**src/rtl/multi_key_debouncer.sv**
```systemverilog
// Multi-channel push-button debouncer. Each channel has a 2-flop synchronizer,
// a hysteretic shift filter, press/release pulses, auto-repeat and a long-press flag.
module multi_key_debouncer #(
  parameter int unsigned CH_NUM             = 4,
  parameter int unsigned BITS_NUM           = 4,
  parameter int unsigned ACTIVE_LOW         = 0,
  parameter int unsigned REPEAT_START_DELAY = 50,
  parameter int unsigned REPEAT_PERIOD      = 10,
  parameter int unsigned LONG_DELAY         = 200
) (
  input  logic              CLK,
  input  logic              CLR,
  input  logic              CE,
  input  logic              REP_CE,
  input  logic [CH_NUM-1:0] S_IN,
  input  logic [CH_NUM-1:0] REP_EN,
  output logic [CH_NUM-1:0] KEY_EN,
  output logic [CH_NUM-1:0] KEY_PRESS,
  output logic [CH_NUM-1:0] KEY_REL,
  output logic [CH_NUM-1:0] KEY_UP,
  output logic [CH_NUM-1:0] KEY_LONG
);

  // The oldest filter sample is never examined, so only BITS_NUM-1 bits are kept.
  localparam int unsigned SR_W    = BITS_NUM - 1;
  localparam int unsigned REP_MAX = (REPEAT_START_DELAY > REPEAT_PERIOD) ?
                                    REPEAT_START_DELAY : REPEAT_PERIOD;
  localparam int unsigned RC_W    = (REP_MAX > 1) ? $clog2(REP_MAX) : 1;
  localparam int unsigned HC_W    = $clog2(LONG_DELAY + 1);
  localparam logic        INV     = (ACTIVE_LOW != 0);

  logic [CH_NUM-1:0] sync1_q;
  logic [CH_NUM-1:0] sync2_q;
  logic [SR_W-1:0]   sr_q [CH_NUM];
  logic [SR_W-1:0]   sr_d [CH_NUM];
  logic [RC_W-1:0]   rc_q [CH_NUM];
  logic [RC_W-1:0]   rc_d [CH_NUM];
  logic [HC_W-1:0]   hc_q [CH_NUM];
  logic [HC_W-1:0]   hc_d [CH_NUM];

  logic [CH_NUM-1:0] set_c;
  logic [CH_NUM-1:0] clr_c;
  logic [CH_NUM-1:0] en_d;
  logic [CH_NUM-1:0] press_d;
  logic [CH_NUM-1:0] rel_d;
  logic [CH_NUM-1:0] up_d;
  logic [CH_NUM-1:0] long_d;

  // Per-channel next state: filter shift, debounced state, repeat and hold counters.
  always_comb begin
    sr_d    = sr_q;
    rc_d    = rc_q;
    hc_d    = hc_q;
    set_c   = '0;
    clr_c   = '0;
    en_d    = KEY_EN;
    press_d = '0;
    rel_d   = '0;
    up_d    = '0;
    long_d  = '0;
    for (int unsigned i = 0; i < CH_NUM; i++) begin
      set_c[i] = CE & sync2_q[i] & (&sr_q[i]) & ~KEY_EN[i];
      clr_c[i] = CE & ~sync2_q[i] & ~(|sr_q[i]) & KEY_EN[i];
      if (CE) begin
        sr_d[i] = (sr_q[i] << 1) | SR_W'(sync2_q[i]);
      end
      if (set_c[i]) begin
        // Press: load the start delay and restart the hold count; beats any REP_CE.
        en_d[i]    = 1'b1;
        press_d[i] = 1'b1;
        up_d[i]    = 1'b1;
        rc_d[i]    = RC_W'(REPEAT_START_DELAY - 1);
        hc_d[i]    = '0;
      end else if (clr_c[i]) begin
        // Release: counters are ignored on this edge.
        en_d[i]  = 1'b0;
        rel_d[i] = 1'b1;
        hc_d[i]  = '0;
      end else if (KEY_EN[i]) begin
        if (REP_CE) begin
          if (REP_EN[i]) begin
            if (rc_q[i] == '0) begin
              up_d[i] = 1'b1;
              rc_d[i] = RC_W'(REPEAT_PERIOD - 1);
            end else begin
              rc_d[i] = rc_q[i] - RC_W'(1);
            end
          end
          if (hc_q[i] != HC_W'(LONG_DELAY)) begin
            hc_d[i] = hc_q[i] + HC_W'(1);
          end
        end
      end else begin
        hc_d[i] = '0;
      end
      long_d[i] = (hc_q[i] == HC_W'(LONG_DELAY)) & en_d[i];
    end
  end

  // State and output registers with synchronous clear.
  always_ff @(posedge CLK) begin
    if (CLR) begin
      sync1_q   <= '0;
      sync2_q   <= '0;
      sr_q      <= '{default: '0};
      rc_q      <= '{default: '0};
      hc_q      <= '{default: '0};
      KEY_EN    <= '0;
      KEY_PRESS <= '0;
      KEY_REL   <= '0;
      KEY_UP    <= '0;
      KEY_LONG  <= '0;
    end else begin
      sync1_q   <= S_IN ^ {CH_NUM{INV}};
      sync2_q   <= sync1_q;
      sr_q      <= sr_d;
      rc_q      <= rc_d;
      hc_q      <= hc_d;
      KEY_EN    <= en_d;
      KEY_PRESS <= press_d;
      KEY_REL   <= rel_d;
      KEY_UP    <= up_d;
      KEY_LONG  <= long_d;
    end
  end

endmodule

```
**config.mk**
```make
export PLATFORM = sky130hd
export DESIGN_NAME = multi_key_debouncer
export DESIGN_NICKNAME = d
export VERILOG_FILES = /design/src/rtl/multi_key_debouncer.sv
export SDC_FILE = /design/constraint.sdc
export NUM_CORES = 1
export LEC_CHECK = 0
export CORE_ASPECT_RATIO = 1.2
export CORE_UTILIZATION = 45
export CTS_BUF_LIST = sky130_fd_sc_hd__clkbuf_16
export DETAILED_ROUTE_END_ITERATION = 12
export GPL_ROUTABILITY_DRIVEN = 0
export PLACE_DENSITY_LB_ADDON = 0.15
export SYNTH_ARGS = -nofsm -noshare
export SYNTH_HDL_FRONTEND = slang
export SYNTH_SLANG_ARGS = --single-unit
```
**constraint.sdc**
```tcl
create_clock -name CLK -period 1.84 [get_ports CLK]
set_clock_uncertainty 0.1 [all_clocks]
set_input_delay 0.368 -clock CLK [delete_from_list [all_inputs] [get_ports CLK]]
set_output_delay 0.368 -clock CLK [all_outputs]
set_load 0.05 [all_outputs]
```
=== Word level (Yosys, flattened, before mapping) ===
Cells that the tools add are included.

* Output and inout bits: 20
* Word-level logic and storage cells: 202
* Bits in registers: 96
* Input port bits: 12

* Add/sub/neg operators: 8
* Reductions and logical operators: 44
* Bitwise logic cells: 48
* Multiplexer cells: 64
* Eq/ne operators: 12

{| class="wikitable"
|+ Operators by type and width
! operator !! count
|-
| 6-bit two-way mux || 24
|-
| 1-bit two-way mux || 40
|-
| 8-bit by 1-bit adder with 8-bit output (second input constant) || 4
|-
| 8-bit equality test (second input constant) || 4
|-
| 8-bit inequality test (second input constant) || 4
|-
| 4-bit AND reduction || 8
|-
| 1-bit AND || 28
|-
| 6-bit zero test || 4
|-
| 2-bit nonzero test || 12
|-
| 6-bit by 1-bit subtractor with 6-bit output (second input constant) || 4
|-
| 1-bit inverter || 16
|-
| 4-bit OR reduction || 4
|-
| 3-bit by 1-bit bitwise OR with 3-bit output || 4
|-
| 3-bit AND reduction || 4
|-
| 3-bit OR reduction || 4
|-
| 2-bit inequality test (second input constant) || 4
|-
| 2-bit AND reduction || 4
|-
| 2-bit OR reduction || 4
|}

=== Depth between registers and ports, before layout ===
* Depth after elaboration: 7
* Gate-level depth with buffers: 7

=== Worst setup path before layout ===
No wires, ideal clock.

* Kind: reg-to-reg
* Start point: reg KEY_EN[0]
* End point: reg rc_q[20] (netlist bit)
* Buffers on the path: 0
* Stages on the path, launching flop included: 5
* Period minus slack after synthesis: 1.854 ns
* Arrival time: 1.684 ns
* Setup slack: -0.014 ns
* Cell sequence: dfxtp_1 and3_1 a21bo_2 or4_1 a21oi_1

* Cells in the longest elaborated chain, start to end: 3
* Elaborated cells on any way between the ends: 6
* Those cells by class: bitwise: 4; reduce/logical: 2

{| class="wikitable"
|+ Ends and longest elaborated chain
! item !! line !! source
|-
| from (decl) || 17 || <nowiki>output logic [CH_NUM-1:0] KEY_EN,</nowiki>
|-
| from (signal assigned) || 119 || <nowiki>KEY_EN <= en_d;</nowiki>
|-
| 1-bit AND / 1-bit inverter (equally long branches) || - ||
|-
| 1-bit inverter (no source line) / 1-bit AND (equally long branches) || - ||
|-
| 4-bit AND reduction (no source line) / 2-bit OR reduction (equally long branches) || - ||
|-
| to (signal assigned) || 117 || <nowiki>rc_q <= rc_d;</nowiki>
|-
| to (decl) || 36 || <nowiki>logic [RC_W-1:0] rc_q [CH_NUM];</nowiki>
|}

Several ways; a longest one is shown, not always the timed one.
A chain may end at the register's enable or synchronous reset.

=== Worst setup path in the final report ===
* Start point: reg sync2_q[3]
* End point: reg rc_q[4] (netlist bit)

* Cells in the longest elaborated chain, start to end: 6
* Elaborated cells on any way between the ends: 13
* Those cells by class: eq/ne: 1; mux: 1; bitwise: 7; reduce/logical: 4

{| class="wikitable"
|+ Ends and longest elaborated chain
! item !! line !! source
|-
| from (decl) || 33 || <nowiki>logic [CH_NUM-1:0] sync2_q;</nowiki>
|-
| from (signal assigned) || 115 || <nowiki>sync2_q <= sync1_q;</nowiki>
|-
| 1-bit inverter || 63 || <nowiki>clr_c[i] = CE & ~sync2_q[i] & ~(|sr_q[i]) & KEY_EN[i];</nowiki>
|-
| 1-bit AND (3 in series) || 63 ||
|-
| 2-bit inequality test (no source line) || - ||
|-
| 4-bit AND reduction (no source line) || - ||
|}

Several ways; a longest one is shown, not always the timed one.

==> results.cfg <==
[worst_setup_path]
critPathKind = reg2reg
critPathArrivalTime_ps = 1870
critical_path_buf_inv_count = 1
r2r-start = sync2_q[3]
r2r-end = rc_q[4]
setup.worst_path.start = sync2_q[3]
r2r_slack_ps = 120
cp-start-kind = flip-flop
worstRegToRegCells = 5
slowest_delay_ps = 550
end_kind = flip-flop
crit_path_cell_trace = or4b_4 > o2111ai_2 > buf_4 > a211oi_2 > a311oi_2
worst-path-max-fanout = 3
crit_slowest_cell = or4b_4
cpLargestDelayFamily = simple AND/OR/NAND/NOR gates
cp.required_ps = 1990

[yosys]
synth.yosys.seq_area_share = 0.455
yosys-top-cells-count = 96 x dfxtp_1, 55 x nor2_1, 31 x a21oi_1
synth_area_per_cell_um2 = 9.15
ys_ff_latch = 96
yosysMostFrequentCell = dfxtp_1
ys_warn_count = 0
yosys_most_used_dff = dfxtp_1
synth_top_area_frac = 0.455
synthTopCellsByArea = dfxtp_1 45%, nor2_1 4.9%, ha_1 4.4%
synth-async-reset-ratio = 0
syn-instance-count = 462
syn-num-nets = 489
syn-cell-area_um2 = 4230
yosysUniqueCellTypes = 51
synth_edf_count = 0
yosys.area.top_type = dfxtp_1

[clock_tree]
hold_buffers = 0
clk-insertion-delay-late_ps = 340
root_buffer = clkbuf_16
clk_pin_slew_ps = 70
htreeDepth = 3
numCtsBuffers = 9
numClockSinks = 96
cts_tree = yes
postCtsSetupBuffers = 0
cts_buffer_depth = 2

[global_route]
gr-total-overflow = 0
grt_usage = 0.182
grt_pass1_vias = 3240
antenna_found_initial = 0
grt_pass1_wl_um = 14300
grt_max_degree = 20

[routing]
finalWirelength_um = 8380
dr_total_vias = 3463
drtAntennaViolNets = 0
wl_per_cell_um = 12.8
route.detailed.drc = 0
drtIter0Drc = 135
avgViaCountPerCell = 5.28
dr.pass1.iters = 4

[timing]
hold_violations = 0
setup_tns_ps = 0
tightest_slew_ps = 594
rsz0062_at_grt = no
fin_hold_ws_ps = 312
slew_headroom = 0.599
slew_violations = 0
fin_crit_ps = 1720
final-setup-viol-count = 0
post-route-period-util = 0.934
fmax_ghz = 0.582

[worst_hold_path]
holdCritPathClass = in2reg
holdPathStages = 2
min_to = KEY_UP[2]
hold_path.startpoint = CLR

[floorplanning]
fp.coreArea_um2 = 9080
die_area_um2 = 9790
rows = 38
start_util = 0.466
ios = 32
die_y_um = 108
die_w_um = 90.5

[power_and_ir_drop]
p_per_area_nw_per_um2 = 781
ir_drop_mv = 0.492
p_leak_nw = 2.05

[placement]
hpwlAfterDp_um = 6110
io_buffers = 31
place_area_um2 = 4890

[cells_and_area]
area_growth_pct = 22.8
n_antenna_cell = 0
layout.nets = 558
seq_area_um2 = 1920
drive_above_1_share = 0.177
final_util = 0.572
multiInputGateArea_um2 = 2150
fin_area_um2 = 5190
fill_cells = 819

[outcome]
status = complete, no violations

[flow_run]
max_cap_violations = 0
==> registers in the layout, summed over array words and instances (netlist names) <==
register / count
KEY_UP: 4
KEY_REL: 4
rc_q: 24
sync2_q: 4
hc_q: 32
KEY_LONG: 4
sync1_q: 4
KEY_EN: 4
KEY_PRESS: 4
sr_q: 12
==> metal layers <==
metal	GRT usage	wire, um	vias to the layer above
met2	0.295	3980	50
met4	0.0772	118	0
met1	0.236	4020	1616
met3	0.0352	261	10
met5	0	0	-
li1	-	-	1787
==> area by class of cell <==
cell class                 count  share of cell area
clock buffer                   9              0.0434
multi-input combinational    325               0.414
clock inverter                 7              0.0123
timing repair buffer          73               0.113
inverter                      26              0.0188
sequential                    96               0.370
tap                          120              0.0289
==> cells by family (layout without fill, tap and decap cells) <==
| family | Yosys count | after routing | synth area share |
|---|---|---|---|
| flip-flops | 96 | 96 | 0.455 |
| XOR/XNOR | 23 | 23 | 0.0476 |
| AO/OA/AOI/OAI | 78 | 78 | 0.124 |
| buffers and inverters | 41 | 115 | 0.0402 |
| multiplexers | 17 | 17 | 0.0402 |
| adder cells (fa/ha/maj) | 15 | 15 | 0.0444 |
| AND/OR/NAND/NOR | 192 | 192 | 0.249 |
==> per-stage QoR <==
step,instances,power [mW],worst slack (ps)
finish,656,4.05,122
detailed placement,640,2.29,-452
floorplan,462,2.22,62.3
CTS,656,4.11,34.0
global placement,640,2.29,-440
global route,656,4.19,4.78
==> placed cells by master, fill, tap and decap left out, drive strengths merged, types with 5 or more instances in the layout <==
| master | Yosys | layout |
|---|---|---|
| dfxtp | 96 | 96 |
| buf | 7 | 63 |
| nor2 | 55 | 55 |
| a21oi | 31 | 31 |
| inv | 26 | 27 |
| nand2 | 24 | 24 |
| mux2i | 17 | 17 |
| nand4 | 16 | 16 |
| ha | 15 | 15 |
| o21ai | 15 | 15 |
| xor2 | 14 | 14 |
| nor3 | 11 | 11 |
| or3 | 10 | 10 |
| xnor2 | 9 | 9 |
| nor2b | 9 | 9 |
| clkbuf | 8 | 9 |
| and3 | 8 | 8 |
| nand3 | 8 | 8 |
| nand2b | 8 | 8 |
| clkdlybuf4s50 | 0 | 8 |
| nor4 | 8 | 8 |
| nand3b | 6 | 6 |
| and2 | 5 | 5 |
| a31oi | 5 | 5 |
| or4 | 5 | 5 |
| a211oi | 5 | 5 |
| o41ai | 5 | 5 |
==> timing repair <==
| action | CTS | global route |
|---|---|---|
| hold endpoints to repair | 0 | 0 |
| gates resized for setup | 2 | 3 |
| setup endpoints to repair | 15 | 3 |
==> power by group <==
part           internal, mW  switching [mW]
registers              2.09         0.00797
clock network          1.04           0.769
logic                0.0727          0.0731
total                  3.20           0.851
==> worst register-to-register path, delay by kind of cell, from the launching register on <==
kind / cells / cell delay [ps]
simple gates: 1 / 550
compound gates: 3 / 490
buf+inv: 1 / 170
flops: 1 / 330
==> worst max-delay path by stage <==
stage                to  slack [ps]  cells past startpoint
6_report        rc_q[4]         120                      5
5_1_grt         rc_q[5]           5                      5
4_1_cts        rc_q[21]          30                      6
3_5_place_dp    rc_q[0]        -450                      6
3_3_place_gp    rc_q[0]        -440                      6
2_1_floorplan  rc_q[21]          60                      6
Power figures use the tool's default switching activity.
